`config.mk`:
```
export PLATFORM = sky130hd
export DESIGN_NAME = reset_run_sequencer
export DESIGN_NICKNAME = d
export VERILOG_FILES = /design/src/rtl/reset_run_sequencer.sv
export SDC_FILE = /design/constraint.sdc
export NUM_CORES = 1
export LEC_CHECK = 0
export CORE_MARGIN = 1
export CORE_UTILIZATION = 57
export DETAILED_ROUTE_END_ITERATION = 16
export GPL_ROUTABILITY_DRIVEN = 0
export GPL_TIMING_DRIVEN = 0
export PLACE_DENSITY_LB_ADDON = 0.2
export SLEW_MARGIN = 25
export SYNTH_ARGS = -nofsm -noshare
export SYNTH_HDL_FRONTEND = slang
export SYNTH_SLANG_ARGS = --single-unit
```
`constraint.sdc`:
```
create_clock -name Clk -period 3.6 [get_ports Clk]
set_clock_uncertainty 0.05 [all_clocks]
set_input_delay 1.08 -clock Clk [delete_from_list [all_inputs] [get_ports Clk]]
set_output_delay 1.08 -clock Clk [all_outputs]
set_load 0.05 [all_outputs]
```
`src/rtl/reset_run_sequencer.sv`:
```
// rtl/reset_run_sequencer.sv - staggered channel reset release and run supervisor
module reset_run_sequencer #(
    parameter int N_CH        = 3,
    parameter int SYNC_STAGES = 2,
    parameter int HOLD_CYCLES = 4,
    parameter int STEP_CYCLES = 2,
    parameter int CNT_W       = 32,
    parameter int MAX_CYCLES  = 1000
) (
    input  logic             Clk,
    input  logic             Reset,
    input  logic             restart,
    input  logic             halt,
    output logic [N_CH-1:0]  rst_out,
    output logic             run_active,
    output logic             done,
    output logic             timeout,
    output logic [CNT_W-1:0] cycle_count
);
    localparam int HOLD_W    = (HOLD_CYCLES > 1) ? $clog2(HOLD_CYCLES) : 1;
    localparam int HOLD_LAST = HOLD_CYCLES - 1;
    localparam int STEP_W    = (STEP_CYCLES > 1) ? $clog2(STEP_CYCLES) : 1;
    localparam int STEP_LAST = (STEP_CYCLES > 0) ? STEP_CYCLES - 1 : 0;

    typedef enum logic [1:0] {ASSERT, RELEASE, RUN, DONE} state_t;

    state_t                 state, state_nxt;
    logic [SYNC_STAGES-1:0] sync;
    logic                   rst_sync;
    logic [HOLD_W-1:0]      hold_cnt, hold_cnt_nxt;
    logic [STEP_W-1:0]      step_cnt, step_cnt_nxt;
    logic [N_CH-1:0]        rst_out_nxt;
    logic                   run_active_nxt, done_nxt, timeout_nxt;
    logic [CNT_W-1:0]       cycle_count_nxt, cnt_inc;

    // Deassertion-only synchroniser; assertion is immediate through the async clear.
    always_ff @(posedge Clk or negedge Reset) begin
        if (!Reset) sync <= '0;
        else        sync <= {sync[SYNC_STAGES-2:0], 1'b1};
    end
    assign rst_sync = sync[SYNC_STAGES-1];

    assign cnt_inc = (&cycle_count) ? cycle_count : cycle_count + CNT_W'(1);

    always_ff @(posedge Clk or negedge Reset) begin
        if (!Reset) begin
            state       <= ASSERT;
            hold_cnt    <= '0;
            step_cnt    <= '0;
            rst_out     <= '1;
            run_active  <= 1'b0;
            done        <= 1'b0;
            timeout     <= 1'b0;
            cycle_count <= '0;
        end else begin
            state       <= state_nxt;
            hold_cnt    <= hold_cnt_nxt;
            step_cnt    <= step_cnt_nxt;
            rst_out     <= rst_out_nxt;
            run_active  <= run_active_nxt;
            done        <= done_nxt;
            timeout     <= timeout_nxt;
            cycle_count <= cycle_count_nxt;
        end
    end

    always_comb begin
        state_nxt       = state;
        hold_cnt_nxt    = hold_cnt;
        step_cnt_nxt    = step_cnt;
        rst_out_nxt     = rst_out;
        run_active_nxt  = run_active;
        done_nxt        = done;
        timeout_nxt     = timeout;
        cycle_count_nxt = cycle_count;

        case (state)
            ASSERT: begin
                if (rst_sync) begin
                    if (hold_cnt == HOLD_W'(HOLD_LAST)) begin
                        rst_out_nxt  = (STEP_CYCLES == 0) ? '0 : (rst_out << 1);
                        step_cnt_nxt = '0;
                        state_nxt    = RELEASE;
                    end else begin
                        hold_cnt_nxt = hold_cnt + HOLD_W'(1);
                    end
                end
            end
            RELEASE: begin
                // Shifting a zero in from bit 0 releases channels strictly in index order.
                if (rst_out == '0) begin
                    state_nxt       = RUN;
                    run_active_nxt  = 1'b1;
                    cycle_count_nxt = '0;
                end else if (step_cnt == STEP_W'(STEP_LAST)) begin
                    rst_out_nxt  = rst_out << 1;
                    step_cnt_nxt = '0;
                end else begin
                    step_cnt_nxt = step_cnt + STEP_W'(1);
                end
            end
            RUN: begin
                if (halt) begin
                    state_nxt      = DONE;
                    run_active_nxt = 1'b0;
                    done_nxt       = 1'b1;
                    timeout_nxt    = 1'b0;
                end else begin
                    cycle_count_nxt = cnt_inc;
                    if (MAX_CYCLES != 0 && cnt_inc == CNT_W'(MAX_CYCLES)) begin
                        state_nxt      = DONE;
                        run_active_nxt = 1'b0;
                        done_nxt       = 1'b1;
                        timeout_nxt    = 1'b1;
                    end
                end
            end
            default: ;
        endcase

        // Restart keeps rst_sync, so the re-run skips the synchroniser delay.
        if (restart && !(state == ASSERT && !rst_sync)) begin
            state_nxt       = ASSERT;
            hold_cnt_nxt    = '0;
            step_cnt_nxt    = '0;
            rst_out_nxt     = '1;
            run_active_nxt  = 1'b0;
            done_nxt        = 1'b0;
            timeout_nxt     = 1'b0;
            cycle_count_nxt = '0;
        end
    end
endmodule
```
Word-level counts from Yosys, hierarchy flattened

Index checks and enable logic that the tools add are counted.
W data, S select, Z words.

Add/sub/neg operators: 3
Multipliers: 0
Divide/modulo/power cells: 0
$lt $le $gt $ge: 0
Equality and inequality tests: 12
Shift-type cells: 0
Muxes and demuxes: 40
Bitwise operators: 0
Reduce and logical (&&, ||, !) cells: 21

Operators with widths:

| kind                    | count |
|---|---|
| $mux W32                | 4 |
| $pmux W32 S2            | 1 |
| $add A32 B1 Y32 const B | 1 |
| $eq A32 B10 Y1 const B  | 1 |
| $reduce_and A32 Y1      | 1 |
| $mux W2                 | 10 |
| $mux W1                 | 16 |
| $mux W3                 | 5 |
| $ne A3 B3 Y1 const B    | 4 |
| $reduce_and A5 Y1       | 2 |
| $reduce_and A3 Y1       | 3 |
| $reduce_bool A3 Y1      | 3 |
| $ne A3 B2 Y1 const B    | 2 |
| $pmux W2 S3             | 1 |
| $pmux W3 S2             | 1 |
| $reduce_bool A2 Y1      | 3 |
| $eq A2 B2 Y1 const B    | 2 |
| $ne A4 B4 Y1 const B    | 1 |
| $pmux W1 S2             | 2 |
| $reduce_and A4 Y1       | 1 |
| $reduce_bool A4 Y1      | 1 |
| $logic_not A3 Y1        | 1 |
| $add A2 B1 Y2 const B   | 1 |
| $eq A2 B1 Y1 const B    | 1 |
| other kinds (6)         | 8 |

Bits in registers: 45
Latch bits: 0
Memory bits (writable): 0
Memory bits (read-only): 0
Output and inout bits: 38
Memories kept: 0

Longest topological paths before layout

Depth in word-level cells: 7
Depth in mapped cells: 10
Gate-level depth less buffers: 9

Worst setup path after synthesis

No wires, ideal clock.

Kind: register to register
Start: reg cycle_count[0]
End: reg state[0]
Library setup time: 0.074 ns
Data arrival time: 3.195 ns
Required time: 3.476 ns
Path slack: 0.281 ns
Stages on the path, launching flop included: 11
Path buffers: 1
Clock period less this slack: 3.319 ns
Path through: dfrtp_1 > ha_1 > nand4_4 > nor4_4 > buf_4 > o2111ai_1 > a211oi_1 > nand4_1 > or4_4 > a21o_1 > a21oi_2

Longest elaborated chain between the ends: 5
Elaborated cells on any way between the ends: 6

Ends and longest elaborated chain:

| item                                                         | RTL line | text |
|---|---|---|
| from (decl)                                                  | 18       | `output logic [CNT_W-1:0] cycle_count` |
| from (signal assigned)                                       | 63       | `cycle_count <= cycle_count_nxt;` |
| $add A32 B1 Y32 / $reduce_and A32 Y1 (equally long branches) | 43       | `assign cnt_inc = (&cycle_count) ? cycle_count : cycle_count + CNT_W'(1);` |
| $mux W32 *                                                   | 43       |  |
| $eq A32 B10 Y1 *                                             | 110      | `if (MAX_CYCLES != 0 && cnt_inc == CNT_W'(MAX_CYCLES)) begin` |
| $ne A4 B4 Y1 (no source line) *                              | n/a      |  |
| $reduce_and A5 Y1 (no source line) *                         | n/a      |  |
| to (signal assigned)                                         | 56       | `state <= state_nxt;` |
| to (decl)                                                    | 27       | `state_t state, state_nxt;` |

Mark *: on every way between the ends. The rest lies on a longest branch, timed or not.
A chain may end at the register's enable or synchronous reset.

Worst setup path in the final report

Start: reg cycle_count[9]
End: reg state[0]

The elaborated chain is that of the path after synthesis.

==> results.txt <==
The flow ran to the end, and the final reports show no timing, DRC or antenna violations. The leakage dissipation came out at 0.00161 uW. Kind of end point of the critical path: a flip-flop. The first routing iteration left 447 violations. Number of failing hold endpoints at the final stage: 0. The buffer depth of the longest clock path is 2.

The worst setup path is launched from a flip-flop. The worst hold path class was flip-flop to flip-flop. The cts-stage hold buffer count was 0; the cell area after placement was 0.00393 mm2. The total of flip-flops plus latches after synthesis works out to 45. After layout, the minimum clock period comes to 3.47 ns. The tools report the I/O pin total as 42. Remaining number of nets flagged by the antenna check after routing: 0. The count of maximum capacitance violations was 0; the number of distinct library cells after synthesis was 60.

After layout, the worst path uses 96.4% of the clock period. During synthesis, Yosys emitted a total of 0 warnings. The aggregate global-route resource usage was 34.2%. The largest area contributor in the netlist was dfrtp_1. The signal on the critical path passes through clkbuf_1 > nand3_1 > nor4_4 > o2111ai_2 > a2111oi_2 > nand4_1 > or4_4 > a21o_1 > a21oi_2. Dividing the detail-routed via count by the number of cells gives 6.82. For the maximum clock frequency, the log shows 288 MHz. In this design, the largest share of critical-path delay is due to simple AND/OR/NAND/NOR gates. The die outline height came out at 79.4 um.

Clock-pin slew was measured on the worst setup and hold paths at 0.09 ns. VDD sags by at most 385 uV. For this run, design rule violations remaining after detail routing come to 0. The setup TNS came out at 0 ns. The net total in the final layout was 491.

The largest incremental delay on the critical path is 0.60 ns, and the number of cells in the finished layout apart from fillers is 554. Number of cells on the critical path: 9. Fill cells in the final layout number 460. For the count of final max-slew check failures, the log shows 0. The number of clock buffers added by TritonCTS is 5. Number of failing setup endpoints in the final timing report: 0. Measured against its own limit, the worst slew margin works out to 58.3%. The initial cell density of the core was 60.5%; the number of antenna cells inserted was 0. The slowest stage of the critical path belongs to the cell or4_4. The worst hold path was traced through 0 stages. The initial antenna violation count was 0; the number of port buffers was 41. Data on the critical path arrives at its endpoint at 3.65 ns. The first-pass GRT wire length was 16600 um.

Library cell with the highest instance count after synthesis: o21ai_0. The HPWL after detailed placement is 7390 um. Summing all non-filler instances in the final layout gives an area of 0.00406 mm2.

Setup repair after global routing left no endpoint under its margin. TritonCTS built the clock tree. Counting every sink on the clock net gives 45. The logs give 442 for the post-synth net total and 0 for the count of instances resized after the clock tree is built. For this run the aggregate overflow at the end of global routing stands at 0. The final cell utilization of the core was 72.0%. The logs give 546 for the count of placed standard cells including taps and 0.30 ns for the clock latency on the worst-skew pair. After synthesis, the cell types taking the most area are dfrtp_1 31%, o21ai_0 7.6%, nor2_1 4.6%. The post-CTS setup buffer count is 0. Of the cells placed in the final design, the portion with a size suffix greater than 1 is 8.51%. The transition time at the pin with the least slew margin came out at 0.623 ns. Dividing the detail-routed wire length by the instance count gives 18.7 um. The number of enable flip-flop cells after synthesis came out at 0. The tools report the library cell used as clock root buffer as clkbuf_8. Area of the core: 0.00564 mm2.

Async set-reset flop share out of synthesis: 100%. The share of the synthesized area in the top cell type is 30.8%. The first detailed-routing pass ran for 6 iterations. The floorplan has 27 rows.

The number of levels in the clock H-tree is 2, and the post-synthesis cell count is 432. In this run the mean area of a mapped cell was 7.90 um2. The run gives 0.00630 mm2 as the total die area. Along the worst path, the maximum fanout reaches 10. The tightest hold margin is 0.309 ns, and the synthesized cell area is 0.00341 mm2.

The sum of buffers and inverters on the critical path is 1, and the data required time at the worst endpoint is 3.78 ns. The tools report the wire length after detailed routing as 10300 um. For the number of global-route vias before repair, the log shows 3441.

After synthesis, flip-flops and latches occupy 33.1% of the total area. Power spread over the standard cell area amounts to 406 mW/mm2. Entering global routing, the biggest net connects 27 pins. Number of cells traversed by the worst register-to-register path: 9.

By count the netlist is led by 52 x o21ai_0, 42 x dfrtp_1, 42 x nor2_1. The overall die width came out at 79.4 um. Synthesis-to-layout area growth: 19.0%. The startpoint-to-endpoint class of the critical path is flip-flop to flip-flop. For the count of vias placed by the detailed router, the log shows 3776. Among all flip-flop cells after synthesis, the most frequent one is dfrtp_1.
==> logic make-up after synthesis <==
| family | synth area share, % |
|---|---|
| xor+xnor | 1.54 |
| other cells | 0.110 |
| fa+ha+maj | 2.20 |
| buf+inv | 5.28 |
| simple gates | 30.2 |
| compound gates | 26.7 |
| mux | 0.879 |
| flops | 33.1 |
==> power breakdown <==
group          leakage, uW  total, uW  switching [uW]  internal (uW)
logic             0.000940        617             422            195
clock network    0.0000574        409             183            226
registers         0.000610        622            53.1            569
total              0.00161       1650             658            990
==> sequential cells by signal (all words and copies together), names as in the netlist <==
name         count
step_cnt         1
hold_cnt         2
run_active       1
cycle_count     32
done             1
sync             2
state            2
timeout          1
rst_out          3
==> through the flow <==
stage / setup slack [ns] / power (uW)
finish: 0.130 / 1650
global route: 0.00352 / 1730
CTS: 0.128 / 1640
detailed placement: 0.201 / 1230
global placement: 0.230 / 1210
floorplan: 0.281 / 1040
==> final cells by class <==
cell class / instances / area [um2] / area share, %
clock inverter: 2 / 37.5 / 0.924
buffer: 29 / 124 / 3.05
sequential: 45 / 1130 / 27.8
clock buffer: 6 / 82.6 / 2.03
timing repair buffer: 42 / 425 / 10.5
tap: 72 / 90.1 / 2.22
multi-input combinational: 343 / 2120 / 52.1
inverter: 15 / 56.3 / 1.39
==> final timing paths <==
path	endpoint	slack [ns]	from
worst max-delay path	state[0]	0.13	cycle_count[9]
worst min-delay path	sync[1]	0.31	sync[0]
worst max register to register	state[0]	0.13	cycle_count[9]
min in group asynchronous	hold_cnt[1]	0.68	Reset
max in group asynchronous	rst_out[1]	2.26	Reset
worst min register to register	sync[1]	0.31	sync[0]
==> layer usage <==
| layer | track usage (%) | part of all wire (%) |
|---|---|---|
| met1 | 44.8 | 41 |
| met2 | 54.0 | 46 |
| met3 | 5.94 | 9.4 |
| met4 | 18.0 | 4.0 |
| met5 | 0 | 0 |
==> placed cells by master, fill, tap and decap left out, types with 4 or more instances in the layout <==
cell type        count
and3_1              13
nand3_1             17
o21ai_0             52
a31oi_1             13
ha_1                 6
and4_1               9
nand2_1             40
nor4_1               4
nand4_1             19
nor3_1              10
inv_1               15
buf_2               10
nor2_1              42
a21o_1               5
clkbuf_8             6
o31ai_1             14
a21oi_1             21
dfrtp_1             42
clkdlybuf4s50_1     40
o211ai_1             4
and2_1               8
clkbuf_1            19
a211oi_1             4
Note: power is estimated with default switching activity, not from simulation.
==> RTL change, RTL diff (config.mk and constraints unchanged) <==
Add an input register stage for `restart` and `halt`, without a reset; this delays them by one clock.
--- a/src/rtl/reset_run_sequencer.sv
+++ b/src/rtl/reset_run_sequencer.sv
@@ -24,4 +24,12 @@
 
     typedef enum logic [1:0] {ASSERT, RELEASE, RUN, DONE} state_t;
+
+    logic restart_q;
+    logic halt_q;
+
+    always_ff @(posedge Clk) begin
+        restart_q <= restart;
+        halt_q    <= halt;
+    end
 
     state_t                 state, state_nxt;
@@ -101,5 +109,5 @@
             end
             RUN: begin
-                if (halt) begin
+                if (halt_q) begin
                     state_nxt      = DONE;
                     run_active_nxt = 1'b0;
@@ -120,5 +128,5 @@
 
         // Restart keeps rst_sync, so the re-run skips the synchroniser delay.
-        if (restart && !(state == ASSERT && !rst_sync)) begin
+        if (restart_q && !(state == ASSERT && !rst_sync)) begin
             state_nxt       = ASSERT;
             hold_cnt_nxt    = '0;
Formal check against the unedited RTL: not equivalent (Yosys sat finds a counterexample within 10 cycles, from zero or initial values and one cycle with Reset low).
==> RTL change against the unedited design <==
Synthesized area rose by 1.2%; total power fell by 2.6%; wire length fell by 1.5%; sequential cell count rose by 2; cell area rose by 0.22%; critical path depth rose by 1; sequential power rose by 3.7%; fmax barely moved; final cell count rose by 0.36%; worst setup slack improved by 2.5 ps; count of clock-buffer cells in the layout rose by 1.
==> RTL change: results (changes against the unedited design) <==
[status]
status = completed

[worst_setup_path]
crit_fanout = 10  ; unchanged
reg2reg_depth = 10  ; +1
path_delay_family = simple AND/OR/NAND/NOR gates
cp.arrival_ps = 3660  ; about the same
crit_path_top_delay_cell = or4_4

[cells_and_area]
fillers = 463  ; +0.65%
final_nets = 493  ; +0.41%
fin_cells = 556  ; +0.36%
drive_gt1_share_pct = 8.06  ; -0.45 points

[global_routing]
use_met2_pct = 50.2  ; -3.8 points
grt_pass1_vias = 3341  ; -2.9%
grt_max_degree = 27  ; unchanged
grt_pass1_wl_mm = 16.2  ; -2.3%
grt_use_met1_pct = 44.9  ; +0.13 points
grtUsageTotal_pct = 32.8  ; -1.4 points
grt_use_met3_pct = 5.60  ; -0.34 points

[clocking]
cts_buffer_depth = 2  ; unchanged
post_cts_resized = 0  ; unchanged
h-tree-depth = 2  ; unchanged
clk_pin_slew_ps = 90  ; about the same

[drt]
met2_length_mm = 4.59  ; -3.1%
wl_mm = 10.2  ; -1.5%
routed.top_layer = met4
first_pass_iters = 5  ; -1
wl_met1_mm = 4.18  ; -0.85%
met3_length_mm = 1.09  ; +13%
vias = 3792  ; +0.42%
drtIter0Drc = 464  ; +3.8%

[yosys]
syn-num-nets = 444  ; +0.45%
synth-xor-area-share_pct = 1.52  ; -0.018 points
synth_common_cells = 52 x o21ai_0, 42 x dfrtp_1, 42 x nor2_1, 40 x nand2_1, 21 x a21oi_1
synth-adder-area-share_pct = 2.17  ; -0.025 points
synth_seq_area_share_pct = 33.9  ; +0.78 points
postSynthAreaPerCell_sq_um = 7.96  ; +0.71%
synth_cell_types = 61  ; +1.7%
synth_compound_area_share_pct = 26.4  ; -0.31 points
async_reset_ff_share_pct = 95.7  ; -4.3 points
synthTopCellsByArea = dfrtp_1 30%, o21ai_0 7.5%, nor2_1 4.6%
synth.area.mux_share_pct = 0.869  ; -0.010 points

[hold_path]
min_path_type = reg2reg

[placement]
placedInstanceArea_sq_um = 3970  ; +1.0%
pre_cts_ws_ps = 198  ; -2.57 ps
dp_hpwl_mm = 7.48  ; +1.2%
dpl.cell_count = 548  ; +0.37%

[timing]
hold_slack_ps = 328  ; +18.1 ps
maxSlewHeadroom_pct = 33.4  ; -25 points
max_freq_mhz = 288  ; about the same

[power]
vdd_drop_max_v = 0.000326  ; -15%
p_int_uw = 944  ; -4.7%
cellLeakagePower_uw = 0.00162  ; +0.49%

## RTL change: cell types whose count changed in the layout (fill, tap and decap cells not counted), sizes merged
cell      unedited run  this run
dfxtp                0         2
bufinv               1         0
clkbuf              25        26
clkinv               0         1
clkinvlp             1         0
## RTL change: power by group through the flow
stage               Combinational, uW  Clock [uW]  Sequential (uW)
finish                            612         348              645
floorplan                         331           0              731
CTS                               602         349              644
global route                      665         367              651
global placement                  576           0              648
detailed placement                599           0              655
## RTL change: area by class of cell
class | instances | area [sq um] | share of cell area (%)
Buffer | 29 | 124 | 3.04
Clock buffer | 7 | 86.3 | 2.12
Clock inverter | 1 | 8.76 | 0.215
Inverter | 15 | 56.3 | 1.38
Multi-Input combinational cell | 343 | 2110 | 51.8
Sequential cell | 47 | 1170 | 28.7
Tap cell | 72 | 90.1 | 2.21
Timing Repair Buffer | 42 | 425 | 10.4
